<file path="config.mk">
export PLATFORM = sky130hd
export DESIGN_NAME = ctrl_gen
export DESIGN_NICKNAME = d
export VERILOG_FILES = /design/src/rtl/ctrl_gen.sv
export SDC_FILE = /design/constraint.sdc
export NUM_CORES = 1
export LEC_CHECK = 0
export BUFFER_PORTS_ARGS = -buffer_cell sky130_fd_sc_hd__buf_4
export CORE_ASPECT_RATIO = 1.1
export CORE_UTILIZATION = 53
export DETAILED_ROUTE_END_ITERATION = 10
export GPL_TIMING_DRIVEN = 0
export PLACE_DENSITY = 0.81
export SLEW_MARGIN = 10
export SYNTH_ARGS = -nofsm -noshare
export SYNTH_HDL_FRONTEND = slang
export SYNTH_SLANG_ARGS = --single-unit
</file>
<file path="constraint.sdc">
create_clock -name clk -period 2.6 [get_ports clk]
set_clock_uncertainty 0.1 [all_clocks]
set_input_delay 0.26 -clock clk [delete_from_list [all_inputs] [get_ports clk]]
set_output_delay 0.26 -clock clk [all_outputs]
set_load 0.02 [all_outputs]
</file>
<file path="src/rtl/ctrl_gen.sv">
// Control-bus master driver: one start pulse, len valid beats paced by en, one stop pulse.
// Exports the running beat index so the consuming stage needs no counter of its own.
module ctrl_gen #(
  parameter int WIDTH = 16
) (
  input  logic             clk,
  input  logic             rst,
  input  logic             req,
  input  logic [WIDTH-1:0] len,
  input  logic             en,
  output logic             busy,
  output logic             start,
  output logic             valid,
  output logic             stop,
  output logic [WIDTH-1:0] index
);

  // state | meaning
  // IDLE  | no sequence open; req accepted here
  // START | start pulse showing; en at this edge decides the first beat
  // RUN   | beats being emitted as en allows; remain==0 closes the sequence
  // STOP  | stop pulse showing; returns to IDLE
  typedef enum logic [1:0] {IDLE, START, RUN, STOP} state_t;

  state_t           state, state_nxt;
  logic [WIDTH-1:0] remain, remain_nxt;
  logic [WIDTH-1:0] count, count_nxt;
  logic [WIDTH-1:0] index_nxt;
  logic             start_nxt, valid_nxt, stop_nxt;

  always_ff @(posedge clk) begin
    if (rst) begin
      state  <= IDLE;
      remain <= '0;
      count  <= '0;
      start  <= 1'b0;
      valid  <= 1'b0;
      stop   <= 1'b0;
      index  <= '0;
    end else begin
      state  <= state_nxt;
      remain <= remain_nxt;
      count  <= count_nxt;
      start  <= start_nxt;
      valid  <= valid_nxt;
      stop   <= stop_nxt;
      index  <= index_nxt;
    end
  end

  always_comb begin
    state_nxt  = state;
    remain_nxt = remain;
    count_nxt  = count;
    index_nxt  = index;
    start_nxt  = 1'b0;
    valid_nxt  = 1'b0;
    stop_nxt   = 1'b0;
    case (state)
      IDLE: begin
        if (req) begin
          state_nxt  = START;
          remain_nxt = len;
          count_nxt  = '0;
          index_nxt  = '0;
          start_nxt  = 1'b1;
        end
      end
      START, RUN: begin
        if (remain == '0) begin
          state_nxt = STOP;
          stop_nxt  = 1'b1;
        end else begin
          state_nxt = RUN;
          // index shows the beat number while valid is high and holds across stalls
          if (en) begin
            valid_nxt  = 1'b1;
            index_nxt  = count;
            count_nxt  = count + WIDTH'(1);
            remain_nxt = remain - WIDTH'(1);
          end
        end
      end
      STOP: state_nxt = IDLE;
      default: state_nxt = IDLE;
    endcase
  end

  assign busy = (state != IDLE);

endmodule

</file>
# Yosys cells after proc, flatten, opt, wreduce, memory -nomap -nowiden
# Cells that the tools add are included.
[totals]
ff_bits = 53
in_bits = 20
out_inout_bits = 20
[classes]
addsub = 2
eq_ne = 6
n_mux = 17
bitwise = 2
n_reduce_logical = 9
[op_table]
columns = ["op", "n"]
rows = [
  ["two-way mux 16 bit", 8],
  ["one-hot mux 16 bit (2 select lines)", 3],
  ["adder 16 x 1 -> 16 bit (second input constant)", 1],
  ["logical NOT 16 bit", 1],
  ["subtractor 16 x 1 -> 16 bit (second input constant)", 1],
  ["!= test 2 bit (second input constant)", 3],
  ["one-hot mux 2 bit (3 select lines)", 1],
  ["OR reduction 2 bit", 3],
  ["equality test 2 bit (second input constant)", 2],
  ["two-way mux 1 bit", 4],
  ["AND reduction 4 bit", 1],
  ["nonzero test 2 bit", 2],
  ["OR reduction 3 bit", 1],
  ["equality test 2 x 1 -> 1 bit (second input constant)", 1],
  ["logical NOT 2 bit", 1],
  ["two-way mux 2 bit", 1],
  ["NOT 1 bit", 2],
]

# Logic depth before layout (Yosys ltp)
[logic_depth]
ltp_word = 4
ltp_mapped = 10

# Worst setup path before layout
# No wires, ideal clock.
[synth_path]
path_kind = "flip-flop to flip-flop"
start = "register remain[0]"
end = "register count[0]"
setup_ps = 67
arrival_ps = 2057
slack_ps = 375
path_stages_with_launch = 10
synth_period_minus_slack_ps = 2225
cell_sequence = "dfxtp_1 inv_1 ha_1 or4b_4 nor4b_4 a21o_4 buf_12 buf_12 nand2_2 a21oi_2"
[synth_via]
elab_chain_cells = 3
[synth_lines]
columns = ["item", "line", "rtl"]
rows = [
  ["from (decl)", "26", "logic [WIDTH-1:0] remain, remain_nxt;"],
  ["from (signal assigned)", "42", "remain <= remain_nxt;"],
  ["logical NOT 16 bit", "70", "if (remain == '0) begin"],
  ["!= test 2 bit (no source line)", "n/a", ""],
  ["AND reduction 4 bit (no source line)", "n/a", ""],
  ["to (signal assigned)", "43", "count <= count_nxt;"],
  ["to (decl)", "27", "logic [WIDTH-1:0] count, count_nxt;"],
]
# Every way passes these cells.
# A chain may end at the register's enable or synchronous reset.

# Worst setup path in the final report
[layout_path]
start = "register remain[0]"
end = "register remain[12]"
[layout_via]
elab_chain_cells = 4
[layout_lines]
columns = ["item", "line", "rtl"]
rows = [
  ["subtractor 16 x 1 -> 16 bit", "80", "remain_nxt = remain - WIDTH'(1);"],
  ["two-way mux 16 bit", "76", "if (en) begin"],
  ["two-way mux 16 bit", "70", ""],
  ["one-hot mux 16 bit (2 select lines)", "59", "case (state)"],
]
# Several ways; a longest one is shown, not always the timed one. The select of a mux whose other input is x is not followed.

==> impl_metrics.env <==
export IMPL_status="finished with violations"
export IMPL_violations="DRC"
export IMPL_drv_cap=0
export IMPL_vias=2783
export IMPL_r2r_end="remain[12]"
export IMPL_die_h_um=77.8
export IMPL_synth_avg_cell_area_um2=7.97
export IMPL_crit_type="register to register"
export IMPL_setup_ws_ns=0.123
export IMPL_slowest_delay_ns=0.56
export IMPL_drive_gt1_frac=0.194
export IMPL_cp_arrival_ns=2.59
export IMPL_hold_buffers=0
export IMPL_die_w_um=70.9
export IMPL_grt_ovfl_total=0
export IMPL_cts_tree="done"
export IMPL_clock_sinks=53
export IMPL_rrSetupSlack_ns=0.12
export IMPL_required_ns=2.71
export IMPL_r2r_start="remain[0]"
export IMPL_start_util=0.553
export IMPL_num_antenna_cells=0
export IMPL_finalWirelength_um=7110
export IMPL_clock_path_buffers=2
export IMPL_grt_pass1_wl_um=11600
export IMPL_powerDensity_nw_per_um2=1320
export IMPL_track_usage=0.266
export IMPL_mostFrequentLayoutCells="a21oi_1, dfxtp_1, buf_4"
export IMPL_seq_area_frac_synth=0.384
export IMPL_min_path_type="input pin to register"
export IMPL_peakVddDrop_v=0.000553
export IMPL_timing_final_crit_share=0.953
export IMPL_syn_instance_count=347
export IMPL_crit_chain="inv_1 -> ha_1 -> or4b_4 -> or4b_1 -> nor4_1 -> a211oi_1 -> a311oi_1"
export IMPL_grt_pass1_vias=2502
export IMPL_numPortBuffers=39
export IMPL_final_max_slew_viol_count=0
export IMPL_core_area_um2=5000
export IMPL_area_growth_synth_to_final_pct=17.8
export IMPL_p_leak_uw=0.00118
export IMPL_ys_ff_latch=53
export IMPL_critPathLaunchType="register"
export IMPL_dp_cells=444
export IMPL_hold_start="len[3]"
export IMPL_instances_no_fill=455
export IMPL_min_to="remain[3]"
export IMPL_cp_max_fo=5
export IMPL_min_path_cells=3
export IMPL_synth_cell_types=52
export IMPL_ant_nets=0
export IMPL_async_reset_ff_frac=0
export IMPL_globalplace_congestion=0.958
export IMPL_rr_worst_depth=7
export IMPL_root_buffer="clkbuf_8"
export IMPL_grt_max_degree=17
export IMPL_report_final_hold_viol_count=0
export IMPL_dieArea_um2=5510
export IMPL_dp_hpwl_um=5100
export IMPL_clk_latency_ns=0.31
export IMPL_fp_row_count=27
export IMPL_finalSetupViolCount=0
export IMPL_clkTransAtPathRegs_ns=0.10
export IMPL_cts_htree_levels=2
export IMPL_synth_ff_type="dfxtp_1"
export IMPL_clock_fmax_mhz=404
export IMPL_drc=6
export IMPL_nNetsFinal=420
export IMPL_grt_setup_unrepaired="false"
export IMPL_fillers=440
export IMPL_cts_made_buffers=5
export IMPL_synth_area_um2=2770
export IMPL_dp_slack_ns=0.0268
export IMPL_setup_tns_ns=0
export IMPL_drt_first_pass_iters=8
export IMPL_syn_num_nets=371
export IMPL_ios=40
export IMPL_drtIter0Drc=268
export IMPL_min_period_ns=2.48
export IMPL_synth_edff_count=0
export IMPL_cp_slowest_cell="or4b_1"
export IMPL_worst_pin_slew_ns=0.661
export IMPL_viasPerCell=6.12
export IMPL_p_total_uw=4300
export IMPL_timing_slew_headroom=0.559
export IMPL_crit_path_end_kind="register"
export IMPL_antenna_found_initial=0
export IMPL_wl_per_cell_um=15.6
export IMPL_final_common_cell="a21oi_1"
export IMPL_yosys_warnings=0
## cell families after synthesis
family,synth area share
adders and majority gates,0.0181
AOI/OAI and AO/OA,0.233
and+or+nand+nor,0.285
DFF,0.384
buffers and inverters,0.0747
xor gates and xnor gates,0.00634
## repair_timing
action                                  in CTS  in global routing
gates resized for setup                      0                  4
buffers inserted                             0                  3
endpoints found under the setup margin       0                 32
## state kept, by name, indices dropped and copies added, names as in the netlist
signal and count:
count 16, index 16, remain 16, state 2
start 1, stop 1, valid 1
## critical path: cells and delay by family, from the launching register on
family / cells / cell delay (ns)
adder cells (fa/ha/maj): 1 / 0.17
flip-flops: 1 / 0.34
AO/OA/AOI/OAI: 2 / 0.32
buffers and inverters: 1 / 0.08
AND/OR/NAND/NOR: 3 / 1.37
## how the worst max path moves through the flow
| stage | start | to | slack [ns] |
|---|---|---|---|
| final | remain[0] | remain[12] | 0.12 |
| after global routing | remain[0] | remain[12] | 0.02 |
| after CTS | remain[0] | index[10] | 0.02 |
| after detailed placement | remain[0] | index[10] | 0.03 |
| after global placement | remain[0] | index[13] | 0.06 |
| after floorplan | remain[0] | count[0] | 0.38 |
## final cells by class
class                           count  area [µm²]  share of cell area
Buffer                             24         174              0.0534
Clock buffer                        6        82.6              0.0253
Clock inverter                      2        13.8             0.00422
Inverter                            9        33.8              0.0104
Multi-Input combinational cell    261        1510               0.462
Sequential cell                    53        1060               0.326
Tap cell                           58        72.6              0.0223
Timing Repair Buffer               42         315              0.0968
## power by group
part	switching [µW]	internal, µW	total, µW
clock network	281	217	497
logic	1650	1030	2680
registers	159	960	1120
total	2090	2210	4300
## Yosys cell counts, types with 2 or more instances
library cell	count	share of area
a21oi_1	54	0.098
dfxtp_1	53	0.38
nand2_1	41	0.056
nand3_1	37	0.067
o21ai_0	19	0.034
nor2_1	14	0.019
or3_1	14	0.032
clkbuf_1	12	0.016
inv_1	9	0.012
a211oi_1	6	0.016
and3_1	6	0.014
nor3_1	6	0.011
a31oi_1	5	0.011
a311oi_1	4	0.013
and2_1	4	0.0090
ha_1	4	0.018
nand4_1	4	0.0090
a21oi_2	3	0.0095
buf_6	3	0.012
nand2b_1	3	0.0068
nor2b_1	3	0.0068
nor4_1	3	0.0068
or2_2	3	0.0068
a2111o_1	2	0.0081
a22oi_1	2	0.0054
and4_1	2	0.0063
buf_1	2	0.0027
buf_12	2	0.014
buf_2	2	0.0036
o21ai_2	2	0.0063
xor2_1	2	0.0063
## per-layer routing
metal | vias to the layer above | global-route usage | part of all wire
li1 | 1368 | - | -
met1 | 1295 | 0.323 | 0.43
met2 | 96 | 0.463 | 0.50
met3 | 24 | 0.0519 | 0.048
met4 | 0 | 0.100 | 0.025
met5 | - | 0 | 0
## per-stage QoR
step                 util  hold slack (ns)  area [µm²]
finish              0.652            0.111        3260
global placement    0.626            0.341        3130
floorplan               -            0.333        2770
CTS                 0.645            0.111        3230
detailed placement  0.626            0.346        3130
global route        0.652            0.122        3260
No activity file was read; power rests on OpenSTA's default activity.
